==> src/rtl/mult_pkg.sv <==
// Shared types and widths for the Booth multiplier MAC sequencer.
// Build option: SAT_EN selects a saturating accumulate.
package mult_pkg;

  localparam int OP_W            = 8;
  localparam int PROD_W          = 16;
  localparam int DEF_MUL_LATENCY = 11;

  typedef enum logic [1:0] {
    IDLE,
    RUN,
    ACC,
    OUT
  } state_t;

endpackage

==> src/rtl/mult_mac_seq_if.sv <==
// Operand-pair input stream and frame-sum output stream.
// Build option: none (SAT_EN only affects mac_acc_unit).
interface mult_mac_seq_if
  import mult_pkg::*;
#(
  parameter int ACC_W = 24
) ();

  logic                    in_valid;
  logic                    in_ready;
  logic signed [OP_W-1:0]  in_a;
  logic signed [OP_W-1:0]  in_b;
  logic                    in_last;
  logic                    out_valid;
  logic                    out_ready;
  logic signed [ACC_W-1:0] out_acc;

  modport master (
    output in_valid, in_a, in_b, in_last, out_ready,
    input  in_ready, out_valid, out_acc
  );

  modport slave (
    input  in_valid, in_a, in_b, in_last, out_ready,
    output in_ready, out_valid, out_acc
  );

endinterface

==> src/rtl/mac_acc_unit.sv <==
// Signed frame accumulator for 16-bit products.
// Build option: SAT_EN clamps at the ACC_W limits, otherwise wraps.
module mac_acc_unit
  import mult_pkg::*;
#(
  parameter int ACC_W = 24
) (
  input  logic                     clk,
  input  logic                     rst,
  input  logic                     clr,
  input  logic                     en,
  input  logic signed [PROD_W-1:0] prod,
  output logic signed [ACC_W-1:0]  acc
);

  logic signed [ACC_W-1:0] nxt;

`ifdef SAT_EN
  localparam logic signed [ACC_W-1:0] MAX_V =
    {1'b0, {(ACC_W-1){1'b1}}};
  localparam logic signed [ACC_W-1:0] MIN_V =
    {1'b1, {(ACC_W-1){1'b0}}};

  logic signed [ACC_W:0] sum;

  // one guard bit exposes overflow in either direction
  always_comb begin
    sum = (ACC_W+1)'(acc) + (ACC_W+1)'(prod);
    nxt = sum[ACC_W-1:0];
    unique case (1'b1)
      (sum[ACC_W] & ~sum[ACC_W-1]): nxt = MIN_V;
      (~sum[ACC_W] & sum[ACC_W-1]): nxt = MAX_V;
      default:                      nxt = sum[ACC_W-1:0];
    endcase
  end
`else
  always_comb begin
    nxt = acc + ACC_W'(prod);
  end
`endif

  always_ff @(posedge clk or negedge rst) begin
    if (!rst) begin
      acc <= '0;
    end else if (clr) begin
      acc <= '0;
    end else if (en) begin
      acc <= nxt;
    end
  end

endmodule

==> src/rtl/mult_mac_seq.sv <==
// Operand sequencer and frame accumulator around the Booth multiplier.
// Build option: SAT_EN (saturating accumulate, see mac_acc_unit).
module mult_mac_seq
  import mult_pkg::*;
#(
  parameter int ACC_W       = 24,
  parameter int MUL_LATENCY = DEF_MUL_LATENCY
) (
  input  logic                     clk,
  input  logic                     rst,
  mult_mac_seq_if.slave            io,
  output logic                     mul_start,
  output logic signed [OP_W-1:0]   mul_a,
  output logic signed [OP_W-1:0]   mul_b,
  input  logic                     mul_done,
  input  logic signed [PROD_W-1:0] mul_product,
  output logic                     err
);

  localparam int CNT_W = $clog2(MUL_LATENCY + 1);
  localparam logic [CNT_W-1:0] CNT_END = CNT_W'(MUL_LATENCY);

  state_t                   state;
  logic [CNT_W-1:0]         cnt;
  logic                     last_q;
  logic signed [PROD_W-1:0] prod_q;
  logic                     out_valid;
  logic signed [ACC_W-1:0]  acc;
  logic                     acc_en;
  logic                     acc_clr;

  assign io.in_ready  = (state == IDLE);
  assign io.out_valid = out_valid;
  assign io.out_acc   = acc;

  assign acc_en  = (state == ACC);
  assign acc_clr = (state == OUT) && io.out_ready;

  mac_acc_unit #(
    .ACC_W (ACC_W)
  ) u_acc (
    .clk  (clk),
    .rst  (rst),
    .clr  (acc_clr),
    .en   (acc_en),
    .prod (prod_q),
    .acc  (acc)
  );

  always_ff @(posedge clk or negedge rst) begin
    if (!rst) begin
      state     <= IDLE;
      cnt       <= '0;
      last_q    <= 1'b0;
      prod_q    <= '0;
      mul_start <= 1'b0;
      mul_a     <= '0;
      mul_b     <= '0;
      out_valid <= 1'b0;
      err       <= 1'b0;
    end else begin
      case (state)
        IDLE: begin
          if (io.in_valid) begin
            mul_a     <= io.in_a;
            mul_b     <= io.in_b;
            last_q    <= io.in_last;
            mul_start <= 1'b1;
            cnt       <= CNT_W'(1);
            state     <= RUN;
          end
        end
        RUN: begin
          cnt <= cnt + 1'b1;
          // done is sticky, so a low level here means a dead multiplier
          if (cnt == CNT_END) begin
            prod_q    <= mul_product;
            mul_start <= 1'b0;
            cnt       <= '0;
            if (!mul_done) err <= 1'b1;
            state     <= ACC;
          end
        end
        ACC: begin
          out_valid <= last_q;
          state     <= last_q ? OUT : IDLE;
        end
        OUT: begin
          if (io.out_ready) begin
            out_valid <= 1'b0;
            state     <= IDLE;
          end
        end
        default: state <= IDLE;
      endcase
    end
  end

endmodule

==> src/flat_wrapper.sv <==
// flat-port wrapper written by rule: the top's interface ports become plain ports
module mult_mac_seq_flat import mult_pkg::*;
#(
  parameter int ACC_W       = 24,
  parameter int MUL_LATENCY = DEF_MUL_LATENCY
)
  (clk, rst, mul_start, mul_a, mul_b, mul_done, mul_product, err, io_in_valid, io_in_a, io_in_b, io_in_last, io_out_ready, io_in_ready, io_out_valid, io_out_acc);
  mult_mac_seq_if #(.ACC_W(ACC_W)) io_i ();
  input  logic clk;
  input  logic rst;
  output logic mul_start;
  output logic signed [OP_W-1:0] mul_a;
  output logic signed [OP_W-1:0] mul_b;
  input  logic mul_done;
  input  logic signed [PROD_W-1:0] mul_product;
  output logic err;
  input wire logic [$bits(io_i.in_valid)-1:0] io_in_valid;
  input wire logic [$bits(io_i.in_a)-1:0] io_in_a;
  input wire logic [$bits(io_i.in_b)-1:0] io_in_b;
  input wire logic [$bits(io_i.in_last)-1:0] io_in_last;
  input wire logic [$bits(io_i.out_ready)-1:0] io_out_ready;
  output wire logic [$bits(io_i.in_ready)-1:0] io_in_ready;
  output wire logic [$bits(io_i.out_valid)-1:0] io_out_valid;
  output wire logic [$bits(io_i.out_acc)-1:0] io_out_acc;
  assign io_i.in_valid = io_in_valid;
  assign io_i.in_a = io_in_a;
  assign io_i.in_b = io_in_b;
  assign io_i.in_last = io_in_last;
  assign io_i.out_ready = io_out_ready;
  assign io_in_ready = io_i.in_ready;
  assign io_out_valid = io_i.out_valid;
  assign io_out_acc = io_i.out_acc;
  mult_mac_seq #(.ACC_W(ACC_W), .MUL_LATENCY(MUL_LATENCY)) u_core (.clk(clk), .rst(rst), .io(io_i), .mul_start(mul_start), .mul_a(mul_a), .mul_b(mul_b), .mul_done(mul_done), .mul_product(mul_product), .err(err));
endmodule
==> config.mk <==
export PLATFORM = sky130hd
export DESIGN_NAME = mult_mac_seq_flat
export DESIGN_NICKNAME = d
export VERILOG_FILES = /design/src/rtl/mult_pkg.sv /design/src/rtl/mult_mac_seq_if.sv /design/src/rtl/mac_acc_unit.sv /design/src/rtl/mult_mac_seq.sv /design/src/flat_wrapper.sv
export SDC_FILE = /design/constraint.sdc
export NUM_CORES = 1
export LEC_CHECK = 0
export CAP_MARGIN = 20
export CORE_ASPECT_RATIO = 1.4
export CORE_MARGIN = 3
export CORE_UTILIZATION = 46
export CTS_CLUSTER_SIZE = 10
export DETAILED_ROUTE_END_ITERATION = 8
export GPL_TIMING_DRIVEN = 0
export PLACE_DENSITY = 0.77
export SYNTH_ARGS = -nofsm -noshare
export SYNTH_HDL_FRONTEND = slang
export SYNTH_SLANG_ARGS = --single-unit
==> constraint.sdc <==
create_clock -name clk -period 2.1 [get_ports clk]
set_input_delay 0.315 -clock clk [delete_from_list [all_inputs] [get_ports clk]]
set_output_delay 0.315 -clock clk [all_outputs]
set_load 0.01 [all_outputs]
# Yosys cells after proc, flatten, opt, wreduce, memory -nomap -nowiden
# Index checks and enable logic that the tools add are counted.
[op_classes]
n_addsub = 2
multipliers = 0
n_div = 0
order_cmp = 0
n_eq_ne = 7
shift = 0
muxes = 15
bitwise_logic = 1
reduce_logical = 12
[ops]
columns = ["operator", "count"]
rows = [
  ["two-way mux 24 bit", 2],
  ["adder 24 x 16 -> 24 bit", 1],
  ["AND reduction 3 bit", 3],
  ["two-way mux 2 bit", 4],
  ["two-way mux 4 bit", 2],
  ["one-hot mux 2 bit (4 select lines)", 1],
  ["one-hot mux 4 bit (2 select lines)", 1],
  ["AND reduction 2 bit", 4],
  ["nonzero test 2 bit", 3],
  ["adder 4 x 1 -> 4 bit, second input constant", 1],
  ["== test 2 bit, second input constant", 2],
  ["== test 4 bit, second input constant", 1],
  ["!= test 2 bit, second input constant", 2],
  ["one-hot mux 1 bit (2 select lines)", 2],
  ["two-way mux 1 bit", 3],
  ["== test 2 x 1 -> 1 bit, second input constant", 1],
  ["logical NOT 2 bit", 1],
  ["!= test 2 x 1 -> 1 bit, second input constant", 1],
  ["logical AND 1 bit", 1],
  ["NOT 1 bit", 1],
]
[totals]
register_bits = 66
latch_bits = 0
mem_bits_rw = 0
romBits = 0
inputBits = 38
word_cells = 47
memories = 0

# Depth between registers and ports, before layout
[logic_depth]
ltp_word = 3
depth_mapped = 10

# Hierarchy
# Synthesis repeated with hierarchy kept, for this count alone.
[hier_totals]
cells_unflattened = 354
area_unflattened_um2 = 3860.0
[by_module_without_submodules]
columns = ["module", "instances", "cells_each", "area_per_inst_um2", "seq_area_each_um2"]
rows = [
  ["mac_acc_unit", 1, 237, 2125.8, 600.6],
  ["mult_mac_seq", 1, 117, 1734.2, 1051.0],
]

# Worst setup path before layout
# OpenSTA, ideal clock, no wires.
[synth_path]
path_kind = "reg2reg"
from = "reg u_core.u_acc.acc[4]"
to = "reg u_core.u_acc.acc[23]"
arrival_time_ns = 2.215
path_slack_ns = -0.195
stages_incl_launch_ff = 9
path_buffers = 0
period_less_slack_ns = 2.295
cell_sequence = "dfrtp_1 > ha_1 > a21o_1 > o21bai_2 > o2111a_1 > o21ba_1 > o21ai_1 > or4b_1 > o211ai_2"
[synth_via]
elab_chain_cells = 3
[synth_lines]
columns = ["element", "line", "rtl"]
rows = [
  ["start: declaration", "mac_acc_unit.sv:13", "output logic signed [ACC_W-1:0] acc"],
  ["start signal: assignment", "mac_acc_unit.sv:48", "acc <= nxt;"],
  ["adder 24 x 16 -> 24 bit", "mac_acc_unit.sv:38", "nxt = acc + ACC_W'(prod);"],
  ["two-way mux 24 bit", "mac_acc_unit.sv:47", "end else if (en) begin"],
  ["two-way mux 24 bit", "mac_acc_unit.sv:45", "end else if (clr) begin"],
]
# Every way passes these cells. The select of a mux whose other input is x is not followed.
# A chain may end at the register's enable or synchronous reset.

# Worst setup path in the final report
[layout_path]
from = "reg u_core.prod_q[0]"
to = "reg u_core.u_acc.acc[20]"
[layout_via]
elab_chain_cells = 3
[layout_lines]
columns = ["element", "line", "rtl"]
rows = [
  ["start: declaration", "mult_mac_seq.sv:26", "logic signed [PROD_W-1:0] prod_q;"],
  ["start signal: assignment", "mult_mac_seq.sv:77", "prod_q <= mul_product;"],
  ["adder 24 x 16 -> 24 bit", "mac_acc_unit.sv:38", ""],
  ["two-way mux 24 bit", "mac_acc_unit.sv:47", ""],
  ["two-way mux 24 bit", "mac_acc_unit.sv:45", ""],
]
# Every way passes these cells. The select of a mux whose other input is x is not followed.

==> flow_summary.json <==
{
  "status": "finished with violations",
  "violations": "setup timing",
  "ys_ff_latch": 66,
  "antenna_found_initial": 0,
  "power.switching_mw": 4.19,
  "holdCritPathClass": "in2async",
  "hold_viol": 0,
  "finalWorstSetupSlack_ns": -0.242,
  "htree_levels": 3,
  "critPathSlowestCell": "dfrtp_1",
  "worst_slew_pin_slew_ns": 0.845,
  "seq_power_share_pct": 24.0,
  "grt_max_degree": 67,
  "core_area_mm2": 0.00780,
  "gp_congestion": 0.897,
  "cts_made_buffers": 9,
  "synthCells": 356,
  "synth_nets": 419,
  "drv_cap": 0,
  "fill_cells": 564,
  "ff2ff_setup_slack_ns": -0.24,
  "synthToLayoutAreaGrowth_pct": 47.8,
  "cellPowerDensity_mw_per_mm2": 1820,
  "rr_startpoint": "u_core.prod_q[0]",
  "synth.avg_cell_area_um2": 10.5,
  "crit_path_end_kind": "flip-flop",
  "synth_common_cells": "dfrtp_1 (66), nand2_1 (38), o21ai_0 (35)",
  "syn-cell-area_mm2": 0.00372,
  "port_buffers": 81,
  "hold_buffers": 0,
  "synth_area_leaders": "dfrtp_1 (44%), mux2_2 (9.7%), ha_1 (8.1%)",
  "switching_share_pct": 41.7,
  "setup_viol": 9,
  "power_mw": 10.0,
  "leakage_nw": 2.31,
  "clk_latency_ns": 0.35,
  "vias": 3293,
  "overflow": 0,
  "cp_data_arrival_time_ns": 2.55,
  "drtAntennaViolNets": 0,
  "slew_headroom_pct": 43.7,
  "reg2reg_depth": 11,
  "power_frac_clock_pct": 9.6,
  "power_frac_comb_pct": 66.4,
  "startpoint_type": "flip-flop",
  "final_util_pct": 70.6,
  "pre_cts_ws_ns": -0.363,
  "finClkSkew_ns": 0.0144,
  "power.internal_mw": 5.85,
  "fin_crit_sh_pct": 112,
  "cts.reportedPaths.clkPinSlew_ns": 0.08,
  "vias_per_cell": 5.66,
  "yosysMostFrequentCell": "dfrtp_1",
  "grt_use_total_pct": 23.9,
  "clockRootBuffer": "clkbuf_8",
  "yosys_warnings": 0,
  "reg2reg_to": "u_core.u_acc.acc[20]",
  "drive_above_1_share_pct": 31.7,
  "cp_max_fo": 3,
  "dieArea_mm2": 0.00923,
  "initial_core_util_pct": 47.8,
  "drt_iter0_drc": 114,
  "max_freq_mhz": 427,
  "rows": 38,
  "dieWidth_um": 82.0,
  "cts_max_path_buffers": 2,
  "timing.final.crit_period_ns": 2.34,
  "dr.pass1.iters": 4,
  "cts.sinks": 66,
  "die_h_um": 112,
  "wl_per_cell_um": 17.4,
  "holdWs_ns": 0.0373,
  "fin_nets": 540,
  "grt_pass1_vias": 3624,
  "slew_violations": 0,
  "synth_area_leader_cell": "dfrtp_1",
  "rsz0062_at_grt": "yes",
  "dpl.hpwl_mm": 6.72,
  "synth_edf_count": 0,
  "tritoncts": "built",
  "synth.distinct_cells": 48,
  "ir_drop_mv": 0.851,
  "cp_slowest_stage_delay_ns": 0.39,
  "io_pins": 82,
  "crit_chain": "ha_4 -> inv_2 -> fa_2 -> nor2b_4 -> o2111ai_2 -> nand2_2 -> buf_6 -> a21oi_4 -> o41ai_4 -> xnor2_1 -> o21ai_1",
  "grt_pass1_wl_mm": 16.8,
  "async_flop_share_pct": 100,
  "path_class": "reg2reg",
  "ys.flop_type": "dfrtp_1",
  "antenna_cells": 0,
  "yosysTopAreaCellShare_pct": 44.4,
  "critPathRequiredTime_ns": 2.31,
  "drt-total-wl_mm": 10.1,
  "ys_seq_area_share_pct": 44.4,
  "drc": 0
}
[stage by stage]
| stage | TNS (ns) | area [um^2] | std cells |
|---|---|---|---|
| CTS | -0.947 | 5360 | 577 |
| finish | -1.19 | 5500 | 582 |
| global placement | -106.30 | 4730 | 537 |
| global route | -2.19 | 5500 | 582 |
| detailed placement | -4.48 | 4720 | 537 |
| floorplan | -0.189 | 3790 | 356 |
[repair_timing]
action | in CTS | in global routing
pin swaps | 31 | 12
setup buffers | 27 | 6
setup endpoints to repair | 21 | 26
resized for setup | 63 | 28
gates cloned | 0 | 0
[how the worst max path moves through the flow]
stage                           start                   end  slack [ns]  cells past startpoint
floorplan           u_core.prod_q[15]  u_core.u_acc.acc[23]        -0.1                      9
global placement                  rst   u_core.u_acc.acc[4]       -1.80                      1
detailed placement  u_core.prod_q[15]  u_core.u_acc.acc[23]       -0.36                      9
CTS                  u_core.prod_q[2]  u_core.u_acc.acc[23]       -0.17                      8
global route         u_core.prod_q[0]  u_core.u_acc.acc[20]       -0.29                     11
finish               u_core.prod_q[0]  u_core.u_acc.acc[20]       -0.24                     11
[sequential cells by signal, indices dropped and copies added (netlist names)]
register	cells
u_core.u_acc.acc	24
u_core.prod_q	16
u_core.mul_b	8
u_core.last_q	1
u_core.err	1
u_core.io.out_valid	1
u_core.state	2
u_core.mul_start	1
u_core.cnt	4
u_core.mul_a	8
[cells in the final DEF, fill, tap and decap left out, types with 4 or more instances in the layout]
cell and instances:
a211oi_2 4, a21o_1 5, a21oi_1 12, a21oi_2 8
a22o_1 5, buf_4 29, buf_6 9, clkbuf_1 6
clkbuf_8 10, clkdlybuf4s50_1 80, dfrtp_1 63, ha_1 6
ha_2 7, ha_4 11, inv_1 12, mux2_2 32
nand2_1 37, nand4_1 7, nor2_1 7, o21ai_0 19
o21ai_1 16, o21ai_2 5, o21bai_1 6, xnor2_1 14
xor2_1 8
[power groups by stage]
stage	clock (mW)	combinational (mW)	sequential, mW
6_report	0.960	6.66	2.41
5_1_grt	1.05	7.21	2.49
4_1_cts	0.985	6.16	2.39
3_5_place_dp	0	4.95	2.40
3_3_place_gp	0	4.81	2.36
2_1_floorplan	0	3.19	2.48
[routing by layer]
| layer | wire (um) | track usage [%] |
|---|---|---|
| met1 | 3810 | 27.1 |
| met2 | 5520 | 40.5 |
| met3 | 516 | 6.66 |
| met4 | 299 | 11.3 |
| met5 | 0 | 0 |
[final cells by class]
type | instances | area [um^2] | share of cell area, %
multi-input cells | 259 | 2330 | 42.3
flip-flops and latches | 66 | 1660 | 30.1
repair buffers | 114 | 1090 | 19.8
clock buffers | 11 | 141 | 2.57
well taps | 100 | 125 | 2.27
plain buffers | 12 | 77.6 | 1.41
inverters | 15 | 56.3 | 1.02
clock inverters | 5 | 30.0 | 0.546
[logic make-up after synthesis]
family / Yosys count / share of synthesized area, %
compound gates: 110 / 19.6
simple gates: 68 / 8.30
flops: 66 / 44.4
mux: 34 / 10.6
buf+inv: 31 / 3.46
fa+ha+maj: 25 / 8.60
xor+xnor: 22 / 5.17
[worst max-delay path: cells and delay by family, from the launching register on]
| kind | cells | cell delay (ns) |
|---|---|---|
| and+or+nand+nor | 2 | 0.29 |
| buffers and inverters | 2 | 0.18 |
| AOI/OAI and AO/OA | 4 | 0.62 |
| xor gates and xnor gates | 1 | 0.19 |
| adders and majority gates | 2 | 0.53 |
| DFF | 1 | 0.39 |
Note: power is estimated with default switching activity, not from simulation.
